===== src/rtl/crypto1_enum_pkg.sv =====
// Crypto1 filter tables, controller state type and preimage helpers for candidate enumeration.
// The n-th preimage of a filter output is the n-th table index whose entry equals that output.
package crypto1_enum_pkg;

    localparam int          KEY_W    = 20;
    localparam int          CTR_W    = 15;
    localparam logic [14:0] CTR_LAST = 15'h7FFF;

    localparam logic [15:0] FA_TBL = 16'h9E98;
    localparam logic [15:0] FB_TBL = 16'hB48E;
    localparam logic [31:0] FC_TBL = 32'hEC57E80A;

    typedef enum logic [1:0] {
        ST_IDLE  = 2'd0,
        ST_RUN   = 2'd1,
        ST_DRAIN = 2'd2
    } state_t;

    // Each 4-input table has exactly eight preimages per output value, so a 3-bit n covers them.
    function automatic logic [3:0] f16_pre(input logic [15:0] tbl, input logic val,
                                           input logic [2:0] n);
        logic [3:0] r;
        logic [3:0] cnt;
        r   = '0;
        cnt = '0;
        for (int i = 0; i < 16; i++) begin
            if (tbl[i] == val) begin
                if (cnt == {1'b0, n}) r = i[3:0];
                cnt = cnt + 4'd1;
            end
        end
        return r;
    endfunction

    function automatic logic [4:0] f32_pre(input logic [31:0] tbl, input logic val,
                                           input logic [3:0] n);
        logic [4:0] r;
        logic [4:0] cnt;
        r   = '0;
        cnt = '0;
        for (int i = 0; i < 32; i++) begin
            if (tbl[i] == val) begin
                if (cnt == {1'b0, n}) r = i[4:0];
                cnt = cnt + 5'd1;
            end
        end
        return r;
    endfunction

endpackage


===== src/rtl/crypto1_b20_map.sv =====
// Combinational map from (keystream bit, Fc row, counter) to a 20-bit candidate state slice.
// Each nibble is a preimage chosen by counter bits, so distinct counters give distinct candidates.
module crypto1_b20_map
    import crypto1_enum_pkg::*;
(
    input  logic             i_bit,
    input  logic [3:0]       i_idx,
    input  logic [CTR_W-1:0] i_ctr,
    output logic [KEY_W-1:0] o_key20
);

    logic [4:0] w_sel;

    assign w_sel   = f32_pre(FC_TBL, i_bit, i_idx);
    assign o_key20 = {f16_pre(FA_TBL, w_sel[4], i_ctr[14:12]),
                      f16_pre(FB_TBL, w_sel[3], i_ctr[11:9]),
                      f16_pre(FA_TBL, w_sel[2], i_ctr[8:6]),
                      f16_pre(FA_TBL, w_sel[1], i_ctr[5:3]),
                      f16_pre(FB_TBL, w_sel[0], i_ctr[2:0])};

endmodule


===== src/rtl/crypto1_enum_ctrl.sv =====
// Enumerates 32768 KEY20 candidates per accepted keystream bit; STAT_CNT counter under CRYPTO1_ENUM_STATS_EN.
// First candidate 1 cycle after bit accept, then 1/cycle; output register holds while OUT_READY is low.
module crypto1_enum_ctrl
    import crypto1_enum_pkg::*;
#(
    parameter logic [3:0] IDX = 4'd0
) (
    input  logic        CLK,
    input  logic        RESETn,
    input  logic        BIT_VALID,
    input  logic        BIT_IN,
    output logic        BIT_READY,
    input  logic        ABORT,
    output logic        OUT_VALID,
    input  logic        OUT_READY,
    output logic [19:0] KEY20,
    output logic        OUT_LAST,
    output logic        DONE,
    output logic [31:0] STAT_CNT
);

    state_t           r_state;
    state_t           w_state_nxt;
    logic [CTR_W-1:0] r_ctr;
    logic             r_bit;
    logic             r_out_valid;
    logic             r_out_last;
    logic [KEY_W-1:0] r_key20;
    logic             r_done;

    logic             w_bit_hs;
    logic             w_load;
    logic             w_out_hs;
    logic             w_job_done;
    logic [KEY_W-1:0] w_key20;

    crypto1_b20_map u_map (
        .i_bit   (r_bit),
        .i_idx   (IDX),
        .i_ctr   (r_ctr),
        .o_key20 (w_key20)
    );

    always_ff @(posedge CLK or negedge RESETn) begin
        if (!RESETn) r_state <= ST_IDLE;
        else         r_state <= w_state_nxt;
    end

    // ABORT overrides every handshake, including one completing in the same cycle.
    always_comb begin
        w_state_nxt = r_state;
        w_bit_hs    = 1'b0;
        w_load      = 1'b0;
        w_job_done  = 1'b0;
        w_out_hs    = r_out_valid & OUT_READY;
        if (ABORT) begin
            w_state_nxt = ST_IDLE;
        end else begin
            case (r_state)
                ST_IDLE: begin
                    if (BIT_VALID) begin
                        w_bit_hs    = 1'b1;
                        w_state_nxt = ST_RUN;
                    end
                end
                ST_RUN: begin
                    if (!r_out_valid || OUT_READY) begin
                        w_load = 1'b1;
                        if (r_ctr == CTR_LAST) w_state_nxt = ST_DRAIN;
                    end
                end
                ST_DRAIN: begin
                    if (w_out_hs) begin
                        w_job_done  = 1'b1;
                        w_state_nxt = ST_IDLE;
                    end
                end
                default: w_state_nxt = ST_IDLE;
            endcase
        end
    end

    always_ff @(posedge CLK or negedge RESETn) begin
        if (!RESETn) begin
            r_ctr       <= '0;
            r_bit       <= 1'b0;
            r_out_valid <= 1'b0;
            r_out_last  <= 1'b0;
            r_key20     <= '0;
            r_done      <= 1'b0;
        end else if (ABORT) begin
            r_ctr       <= '0;
            r_out_valid <= 1'b0;
            r_out_last  <= 1'b0;
            r_done      <= 1'b0;
        end else begin
            r_done <= w_job_done;
            if (w_bit_hs) begin
                r_bit <= BIT_IN;
                r_ctr <= '0;
            end
            if (w_load) begin
                r_key20     <= w_key20;
                r_out_valid <= 1'b1;
                r_out_last  <= (r_ctr == CTR_LAST);
                r_ctr       <= r_ctr + 15'd1;
            end else if (w_job_done) begin
                r_out_valid <= 1'b0;
                r_out_last  <= 1'b0;
            end
        end
    end

`ifdef CRYPTO1_ENUM_STATS_EN
    logic [31:0] r_stat_cnt;

    always_ff @(posedge CLK or negedge RESETn) begin
        if (!RESETn)       r_stat_cnt <= '0;
        else if (w_out_hs) r_stat_cnt <= r_stat_cnt + 32'd1;
    end

    assign STAT_CNT = r_stat_cnt;
`else
    assign STAT_CNT = '0;
`endif

    assign BIT_READY = (r_state == ST_IDLE);
    assign OUT_VALID = r_out_valid;
    assign OUT_LAST  = r_out_last;
    assign KEY20     = r_key20;
    assign DONE      = r_done;

endmodule


===== config.mk =====
export PLATFORM = sky130hd
export DESIGN_NAME = crypto1_enum_ctrl
export DESIGN_NICKNAME = d
export VERILOG_FILES = /design/src/rtl/crypto1_enum_pkg.sv /design/src/rtl/crypto1_b20_map.sv /design/src/rtl/crypto1_enum_ctrl.sv
export SDC_FILE = /design/constraint.sdc
export NUM_CORES = 1
export LEC_CHECK = 0
export ABC_AREA = 0
export CAP_MARGIN = 20
export CORE_ASPECT_RATIO = 0.5
export CORE_UTILIZATION = 35
export CTS_CLUSTER_DIAMETER = 30
export DETAILED_ROUTE_END_ITERATION = 10
export PLACE_DENSITY = 0.6
export SLEW_MARGIN = 25
export SYNTH_ARGS = -nofsm -noshare
export SYNTH_HDL_FRONTEND = slang
export SYNTH_HIERARCHICAL = 1
export SYNTH_SLANG_ARGS = --single-unit

===== constraint.sdc =====
create_clock -name CLK -period 4.5 [get_ports CLK]
set_input_delay 0.9 -clock CLK [delete_from_list [all_inputs] [get_ports CLK]]
set_output_delay 0.9 -clock CLK [all_outputs]
set_load 0.01 [all_outputs]

==> implementation parameters <==
Parameter                              Value

Clock network
  Root Buffer Master ... sky130_fd_sc_hd__clkbuf_16
  Clock Sinks ... 41
  CTS buffer count ... 5
  Max clock buf depth ... 2
  Post-CTS Hold Fix Bufs ... 0
  Worst-skew pair later-pin latency ... 0.29 ns
  Clock slew at the register clock pins of the worst setup and hold paths ... 0.06 ns
  H-tree levels ... 2
  Number of buffers inserted to repair setup after CTS ... 0
  Post-cts repair resize count ... 0
  Clock tree from TritonCTS ... yes

Drt
  Number of vias per cell after detailed routing ... 5.18
  Routed WL ... 7170 µm
  Final antenna-violating net count ... 0
  Number of iterations in the first detailed-routing pass ... 4
  Final routed DRC violation total ... 0
  Avg WL per Cell ... 12.9 µm
  Via count ... 2882
  Count of routing violations after the opening detailed-route iteration ... 143

Pwr
  Total power density per cell area ... 299 mW/mm²
  Leakage Power ... 1.62 nW
  Peak VDD IR ... 150 µV

Place
  Final GP Congestion ... 0.827
  Dpl hpwl ... 5080 µm
  Post-Place Worst Slack ... 1.53 ns
  Count of input and output buffers ... 29

STA
  Worst-case headroom to the max-slew limit ... 38.8%
  Worst Skew ... 0.00640 ns
  Count of endpoints failing setup in the final report ... 0
  Crit path setup slack, layout ... 1.83 ns
  Final count of hold timing violations ... 0
  Min Tclk post-route ... 2.67 ns
  Pin slew with the least headroom to its limit ... 0.916 ns
  Maximum achievable frequency ... 374 MHz
  Period Utilization, post-route ... 59.4%
  Setup Total Neg Slack ... 0 ns
  Max-slew violation count ... 0
  RSZ-0062 raised after global routing ... false

Worst setup path
  Crit path largest cell delay ... 0.59 ns
  Arrival time of data at the critical path endpoint ... 2.89 ns
  Worst R2R Setup Slack ... 2.23 ns
  Critical Setup Path Class ... input port to flip-flop
  WP data required ... 4.72 ns
  Category of cells accounting for the largest share of critical-path delay ... simple AND/OR/NAND/NOR gates
  List of cells traversed by the critical path ... clkdlybuf4s50_1 > and3b_1 > o31a_1 > or4_1 > a21oi_1
  Critical path fanouts, max ... 25
  Buffering stage count on the worst path with inverters included ... 1
  Crit. End Element ... flip-flop
  Crit path launch type ... input port
  Slowest cell on the critical path ... sky130_fd_sc_hd__or4_1

GRT
  Global Route Usage Sum ... 15.7%
  Layer with the highest usage ... met2
  Met1 layer usage reported by global route ... 22.4%
  Wire length of the first global-routing pass ... 12500 µm
  Remaining Overflow, GRT ... 0
  Met3 track demand over resource ... 3.72%
  Routing usage on met2 ... 23.6%
  Pin count of the biggest net entering global routing ... 42
  Number of antenna violations at the first check in global routing ... 0
  Number of global-route vias before repair ... 2544

Logic synthesis
  Adder and majority gate portion of the synthesized area ... 2.27%
  Cell type with the highest aggregate area in the netlist ... sky130_fd_sc_hd__dfrtp_1
  Number of enable-type register cells in the synthesized netlist ... 0
  Dominant combinational cell family by area after synthesis ... simple AND/OR/NAND/NOR gates
  Sequential element share of the synthesized area ... 31.0%
  Complex-gate fraction of the synthesized area ... 22.7%
  Yosys synthesis warning count ... 6
  Fraction of the mapped netlist area in simple logic gates ... 25.7%
  Number of library cell types mapped by synthesis ... 72
  Synth top area cells ... sky130_fd_sc_hd__dfrtp_1, sky130_fd_sc_hd__nand2_1, sky130_fd_sc_hd__buf_4
  Post-synth top area share ... 31.0%
  Mapped Avg Cell Area ... 7.89 µm²
  XOR/XNOR Fraction of Synth Area ... 1.59%
  Register bit count reported by yosys ... 41
  Post-synthesis instance area ... 0.00331 mm²
  Share of flip-flops with an asynchronous set or reset ... 100%
  Top flip-flop cell by instance count after synthesis ... sky130_fd_sc_hd__dfrtp_1
  Mapped Cells ... 419
  Share of cell area taken by muxes after synthesis ... 3.37%

Layout
  Most common library cell in the layout ignoring fill and taps ... sky130_fd_sc_hd__nand2_1
  Ratio of cells with drive above 1 in the final layout ... 6.61%
  Area overhead of the layout relative to synthesis ... 11.9%
  Most frequent cells in the layout ... sky130_fd_sc_hd__nand2_1, sky130_fd_sc_hd__conb_1, sky130_fd_sc_hd__dfrtp_1
  Count of inserted antenna diode cells ... 0
  Layout net count ... 450

Outcome
  Outcome ... finished clean

Die
  Die height ... 70.7 µm
  Standard-cell row count ... 24
  IO Count ... 62
  Total die area ... 0.00986 mm²
  Width of the die ... 139 µm
  Area of the core region ... 0.00892 mm²
  Initial Utilization ... 37.1%

Job
  Max Cap Violations ... 0

Hold path
  Hold Path Class ... flip-flop to flip-flop
## tightest hold or removal path, delay by kind of cell, from the launching register on
kind             cells  cell delay [ns]
DFF                  1             0.34
and+or+nand+nor      2             0.10
## synthesized netlist by cell type, types with 3 or more instances
cell                       number
sky130_fd_sc_hd__inv_1         13
sky130_fd_sc_hd__and3_1         6
sky130_fd_sc_hd__clkbuf_1      16
sky130_fd_sc_hd__and4_1         3
sky130_fd_sc_hd__nor3_1         8
sky130_fd_sc_hd__a21o_1         3
sky130_fd_sc_hd__o221ai_1       3
sky130_fd_sc_hd__nand4_1        5
sky130_fd_sc_hd__a221oi_1       5
sky130_fd_sc_hd__o21ai_0       14
sky130_fd_sc_hd__o21bai_1       4
sky130_fd_sc_hd__a21oi_1       18
sky130_fd_sc_hd__nand3_1       11
sky130_fd_sc_hd__ha_1           6
sky130_fd_sc_hd__or3_1          3
sky130_fd_sc_hd__buf_1          3
sky130_fd_sc_hd__nand2_1       79
sky130_fd_sc_hd__dfrtp_1       41
sky130_fd_sc_hd__mux2_2         5
sky130_fd_sc_hd__and2_1         3
sky130_fd_sc_hd__nand2b_1       7
sky130_fd_sc_hd__nor2_1        24
sky130_fd_sc_hd__mux2i_1        3
sky130_fd_sc_hd__o211ai_1       4
sky130_fd_sc_hd__a211o_1        3
sky130_fd_sc_hd__nor2b_1        3
sky130_fd_sc_hd__a31oi_1        3
sky130_fd_sc_hd__o31ai_1       10
sky130_fd_sc_hd__o21a_1         3
sky130_fd_sc_hd__or2_2          3
sky130_fd_sc_hd__xor2_1         4
sky130_fd_sc_hd__o22ai_1        5
sky130_fd_sc_hd__buf_4         33
sky130_fd_sc_hd__or4_1          6
sky130_fd_sc_hd__buf_2          5
sky130_fd_sc_hd__buf_6          3
sky130_fd_sc_hd__o31a_1         3
## power by group
group	total [mW]	switching [mW]	internal, mW
Sequential	0.422	0.0244	0.397
Clock	0.424	0.147	0.277
Combinational	0.262	0.146	0.116
## sequential cells by signal, indices dropped and copies added (netlist names)
signal and cells:
r_bit 1, OUT_VALID 1, r_ctr 15, OUT_LAST 1, KEY20 20, r_state 2, DONE 1
## layer usage
| metal | share of wire [%] | vias to the layer above |
|---|---|---|
| li1 | - | 1473 |
| met1 | 53 | 1329 |
| met2 | 41 | 72 |
| met3 | 4.8 | 8 |
| met4 | 0.92 | 0 |
| met5 | 0 | - |
## stage by stage
step | cells | total power, mW | hold WS (ns) | instance area [µm²] | utilization [%]
after floorplan | 461 | 0.621 | 0.501 | 3460 | -
after global routing | 556 | 1.17 | 0.503 | 3700 | 41.5
after global placement | 548 | 0.681 | 0.460 | 3520 | 39.5
final | 556 | 1.11 | 0.471 | 3700 | 41.5
after CTS | 556 | 1.11 | 0.477 | 3700 | 41.5
after detailed placement | 548 | 0.681 | 0.462 | 3520 | 39.5
## cells by family after synthesis
family / count (synthesis)
buf+inv: 76
simple gates: 175
mux: 10
fa+ha+maj: 6
xor+xnor: 6
other cells: 1
compound gates: 104
flops: 41
## area by class of cell
cell class	instances	area, µm²
fill	909	5220
tap	117	146
inverter	16	60.1
timing repair buffer	30	295
clock buffer	7	143
sequential	41	1030
clock inverter	1	30.0
multi-input combinational	344	2000
## path summary, 6_finish.rpt
check / from / to / cells after the start
worst max-delay path: OUT_READY / r_ctr[9]$_DFFE_PN0P_ / 5
worst min register to register: KEY20[3]$_DFFE_PN0P_ / KEY20[3]$_DFFE_PN0P_ / 2
max in group asynchronous: RESETn / KEY20[16]$_DFFE_PN0P_ / 1
min in group asynchronous: RESETn / KEY20[6]$_DFFE_PN0P_ / 1
worst max register to register: r_bit$_DFFE_PN0P_ / KEY20[13]$_DFFE_PN0P_ / 9
worst min-delay path: KEY20[3]$_DFFE_PN0P_ / KEY20[3]$_DFFE_PN0P_ / 2
Power figures use the tool's default switching activity.
==> variant 1: new RTL, same flow settings <==
Re-encode `state_t` (3 states) as one-hot, 3 bits wide.
--- a/src/rtl/crypto1_enum_pkg.sv
+++ b/src/rtl/crypto1_enum_pkg.sv
@@ -10,10 +10,10 @@
     localparam logic [15:0] FB_TBL = 16'hB48E;
     localparam logic [31:0] FC_TBL = 32'hEC57E80A;
 
-    typedef enum logic [1:0] {
-        ST_IDLE  = 2'd0,
-        ST_RUN   = 2'd1,
-        ST_DRAIN = 2'd2
+    typedef enum logic [2:0] {
+        ST_IDLE  = 3'b001,
+        ST_RUN   = 3'b010,
+        ST_DRAIN = 3'b100
     } state_t;
 
     // Each 4-input table has exactly eight preimages per output value, so a 3-bit n covers them.
Function: same outputs for any inputs over 4 cycles, from zero or initial values and one cycle with RESETn low; so few cycles prove little.
==> variant 1 against the original RTL <==
Cell area is 4.6% higher; via count is 6.0% higher; first-iteration DRC count is 9.8% higher; largest power group is now registers; total power is 5.8% higher; register-to-register slack worse by 0.18 ns; synthesized area is 4.5% higher; wire length is 5.6% higher; critical endpoint is now r_ctr[14]; sequential cell count is 1 higher; setup slack worse by 0.13 ns.
==> variant 1: results (changes against the original RTL) <==
[run_status]
status=finished, final reports clean

[finish]
nMultiInputCombCells=364  ; +5.8%
buffer_area_share_pct=7.82  ; -0.16 points
regArea_um2=1050  ; +2.6%
flops_and_latches=42  ; +2.4%
finalNetCount=470  ; +4.4%
n_fill_cell=988  ; +8.7%
inverters_excl_clock=14  ; -2
multi_input_area_um2=2120  ; +6.3%
n_all_buffers=31  ; +3.3%
clk_share_pct=4.40  ; -0.27 points
layout-drive-gt1-share_pct=7.19  ; +0.58 points

[global_route]
grt_use_total_pct=15.6  ; -0.14 points
grt_pass1_vias=2690  ; +5.7%
antenna_found_initial=0  ; unchanged
grt_pass1_wl_mm=12.9  ; +3.4%
grt_max_degree=43  ; +2.4%

[critical_path]
slowest_delay_ns=0.82  ; +0.23 ns
crit_slowest_cell=or3_1
cp.arrival_ns=3.03  ; +0.14 ns
crit_family=simple AND/OR/NAND/NOR gates
cp_max_fo=23  ; -8.0%
reg2reg_slack_ns=2.05  ; -0.18 ns

[clock_network]
cts-root-buf=clkbuf_16
cts_buffer_depth=2  ; unchanged
postCtsSetupBuffers=0  ; unchanged
htreeDepth=2  ; unchanged
cts_resized=0  ; unchanged
cts_buffers=5  ; unchanged
clkSlewWorstSetupHoldPaths_ns=0.06  ; about the same
clk_latency_ns=0.29  ; about the same

[synth]
synth-compound-area-share_pct=22.3  ; -0.36 points
yosysSeqAreaShare_pct=30.5  ; -0.58 points
ys_warn_count=6  ; unchanged
async_flop_share_pct=100  ; unchanged
synth_ff_type=dfrtp_1
synth_xor_area_share_pct=1.77  ; +0.19 points
synthAdderAreaFrac_pct=2.17  ; -0.098 points
synthTopCellsByArea=dfrtp_1, nand2_1, buf_4
synthMuxAreaShare_pct=3.22  ; -0.15 points
yosys-top-cells-count=nand2_1, dfrtp_1, buf_4
yosysUniqueCellTypes=76  ; +5.6%

[detailed_routing]
vias=3056  ; +6.0%
dr.pass1.iters=4  ; unchanged
drt_iter0_markers=157  ; +9.8%
wire_per_inst_um=12.8  ; -1.1%

[power_and_ir_drop]
ir_drop_uv=138  ; -7.7%
power_leakage_nw=1.62  ; about the same

[placed_design]
place_congestion=0.775  ; -6.3%
port_buffers=29  ; unchanged
hpwl_mm=5.18  ; +1.9%

[sta]
timing.hold.ws_ns=0.474  ; +0.00339 ns
slew_headroom_pct=42.2  ; +3.4 points
fin_skew_ns=0.00609  ; -0.000307 ns

[worst_hold_path]
hp-class=flop to flop

## variant 1: cell types whose count changed after synthesis, sizes merged, moves of 2 or more
| cell | delta |
|---|---|
| buf | +2 |
| or4 | -2 |
| nand2 | +3 |
| nor2b | +2 |
| inv | -2 |
| a41o | -2 |
| o21ai | +3 |
| a21boi | +2 |
| a31oi | +6 |
| a21oi | -2 |
| o31ai | -3 |
| nor3 | +4 |
| nand2b | +3 |
| and3 | -2 |
## variant 1: logic make-up (layout without fill, tap and decap cells)
kind of cell,after synthesis,in the layout
fa+ha+maj,6,6
other cells,1,43
simple gates,189,189
flops,42,42
mux,10,10
compound gates,109,109
buf+inv,77,53
xor+xnor,7,7
## variant 1: metal layers
metal  GRT usage, %  wire length (µm)  vias to the layer above  share of wire (%)
met5              0                 0                        -                  0
met4           3.94                65                        0               0.86
met3           2.51               301                        8                4.0
met2           24.8              3300                       70                 44
met1           22.1              3910                     1442                 52
li1               -                 -                     1536                  -
## variant 1: power by group
group / internal (mW) / switching, mW / leakage [nW]
logic: 0.145 / 0.157 / 0.988
registers: 0.419 / 0.0327 / 0.560
clock network: 0.262 / 0.156 / 0.0760
total: 0.826 / 0.346 / 1.62
## variant 1: stage by stage
step	power [mW]	instances	setup WS, ns	area, µm²
after global placement	0.753	586	1.38	3700
after global routing	1.24	594	1.60	3870
after CTS	1.18	594	1.68	3870
after floorplan	0.667	483	2.30	3610
after detailed placement	0.755	586	1.38	3700
final	1.17	594	1.69	3870
## variant 1: worst paths after layout
path,to,startpoint,cells after the start
worst max-delay path,r_ctr[14],ABORT,4
worst min-delay path,KEY20[2],KEY20[2],2
worst max register to register,r_ctr[14],r_state[2],4
worst min register to register,KEY20[2],KEY20[2],2
max in group asynchronous,r_state[0],RESETn,1
min in group asynchronous,KEY20[2],RESETn,1
==> variant 2: new RTL, same flow settings <==
Without the edit above. Add a define of `CRYPTO1_ENUM_STATS_EN`.
--- a/src/rtl/crypto1_enum_ctrl.sv
+++ b/src/rtl/crypto1_enum_ctrl.sv
@@ -1,5 +1,7 @@
 // Enumerates 32768 KEY20 candidates per accepted keystream bit; STAT_CNT counter under CRYPTO1_ENUM_STATS_EN.
 // First candidate 1 cycle after bit accept, then 1/cycle; output register holds while OUT_READY is low.
+`define CRYPTO1_ENUM_STATS_EN
+
 module crypto1_enum_ctrl
     import crypto1_enum_pkg::*;
 #(
Function: changed (Yosys sat finds a counterexample within 4 cycles, from zero or initial values and one cycle with RESETn low).
==> variant 2 against the original RTL <==
Clock power is 97% higher; synthesized area is 36% higher; wire length is 43% higher; largest cell class unchanged; register-to-register slack worse by 0.02 ns; total power is 74% higher; sequential cell count is 32 higher; cell area is 51% higher; global-route usage is 0.64 points higher; count of clock-buffer cells in the layout is 3 higher; setup slack worse by 0.029 ns; synthesized cell count is 25% higher.
==> variant 2: results (changes against the original RTL) <==
[run_status]
status=finished, final reports clean

[placed_design]
place_congestion=0.823  ; -0.53%
place_inst=730  ; +33%
dpl_cell_area_um2=5250  ; +49%
port_buffers=61  ; +110%

[power_and_ir_drop]
power_leakage_nw=2.40  ; +48%
ir_drop_uv=165  ; +11%

[global_route]
grt_pass1_vias=3612  ; +42%
met3_usage_pct=4.15  ; +0.42 points
use_met2_pct=26.1  ; +2.5 points
grt_pass1_wl_mm=17.3  ; +39%
grtUsageMet1_pct=21.9  ; -0.56 points

[finish]
n_all_buffers=64  ; +110%
layout-drive-gt1-share_pct=7.92  ; +1.3 points
finalNetCount=589  ; +31%
n_fill_cell=1174  ; +29%

[detailed_routing]
wl_met2_mm=4.50  ; +52%
wire_per_inst_um=13.8  ; +6.9%
vias=3927  ; +36%
route.final.wire_length_mm=10.3  ; +43%

[synth]
synth.avg_cell_area_um2=8.64  ; +9.5%
yosys-top-cells-count=nand2_1, dfrtp_1, nor2_1
yosysSeqAreaShare_pct=40.5  ; +9.5 points

[clock_network]
clk_latency_ns=0.34  ; +0.05 ns

[sta]
timing.hold.ws_ns=0.474  ; +0.00289 ns

[critical_path]
reg2reg_slack_ns=2.21  ; -0.02 ns
cp.arrival_ns=2.92  ; +0.03 ns
endpoint=STAT_CNT[23]

[variant 2: cell types whose count changed after synthesis, sizes merged, moves of 10 or more]
cell,change
buf,-31
dfrtp,+32
nand2,+19
nand4,+10
xnor2,+17
xor2,+14
[variant 2: cell families (layout without fill, tap and decap cells)]
logic type / Yosys count / after routing / share of synthesized area, %
simple gates: 235 / 235 / 26.0
buf+inv: 52 / 101 / 4.80
compound gates: 104 / 104 / 16.3
mux: 13 / 13 / 3.19
fa+ha+maj: 7 / 7 / 1.94
other cells: 1 / 11 / 0.0832
xor+xnor: 37 / 37 / 7.19
flops: 73 / 73 / 40.5
[variant 2: report_power, final]
| group | total [mW] | switching (mW) | internal (mW) |
|---|---|---|---|
| combinational | 0.336 | 0.169 | 0.167 |
| clock | 0.834 | 0.289 | 0.545 |
| sequential | 0.757 | 0.0524 | 0.705 |
[variant 2: worst max-delay path, stage by stage]
cell	delay (ns)
clkdlybuf4s50_1	0.57
nand4_1	0.25
nor4_1	0.82
nand4_1	0.21
xnor2_1	0.18
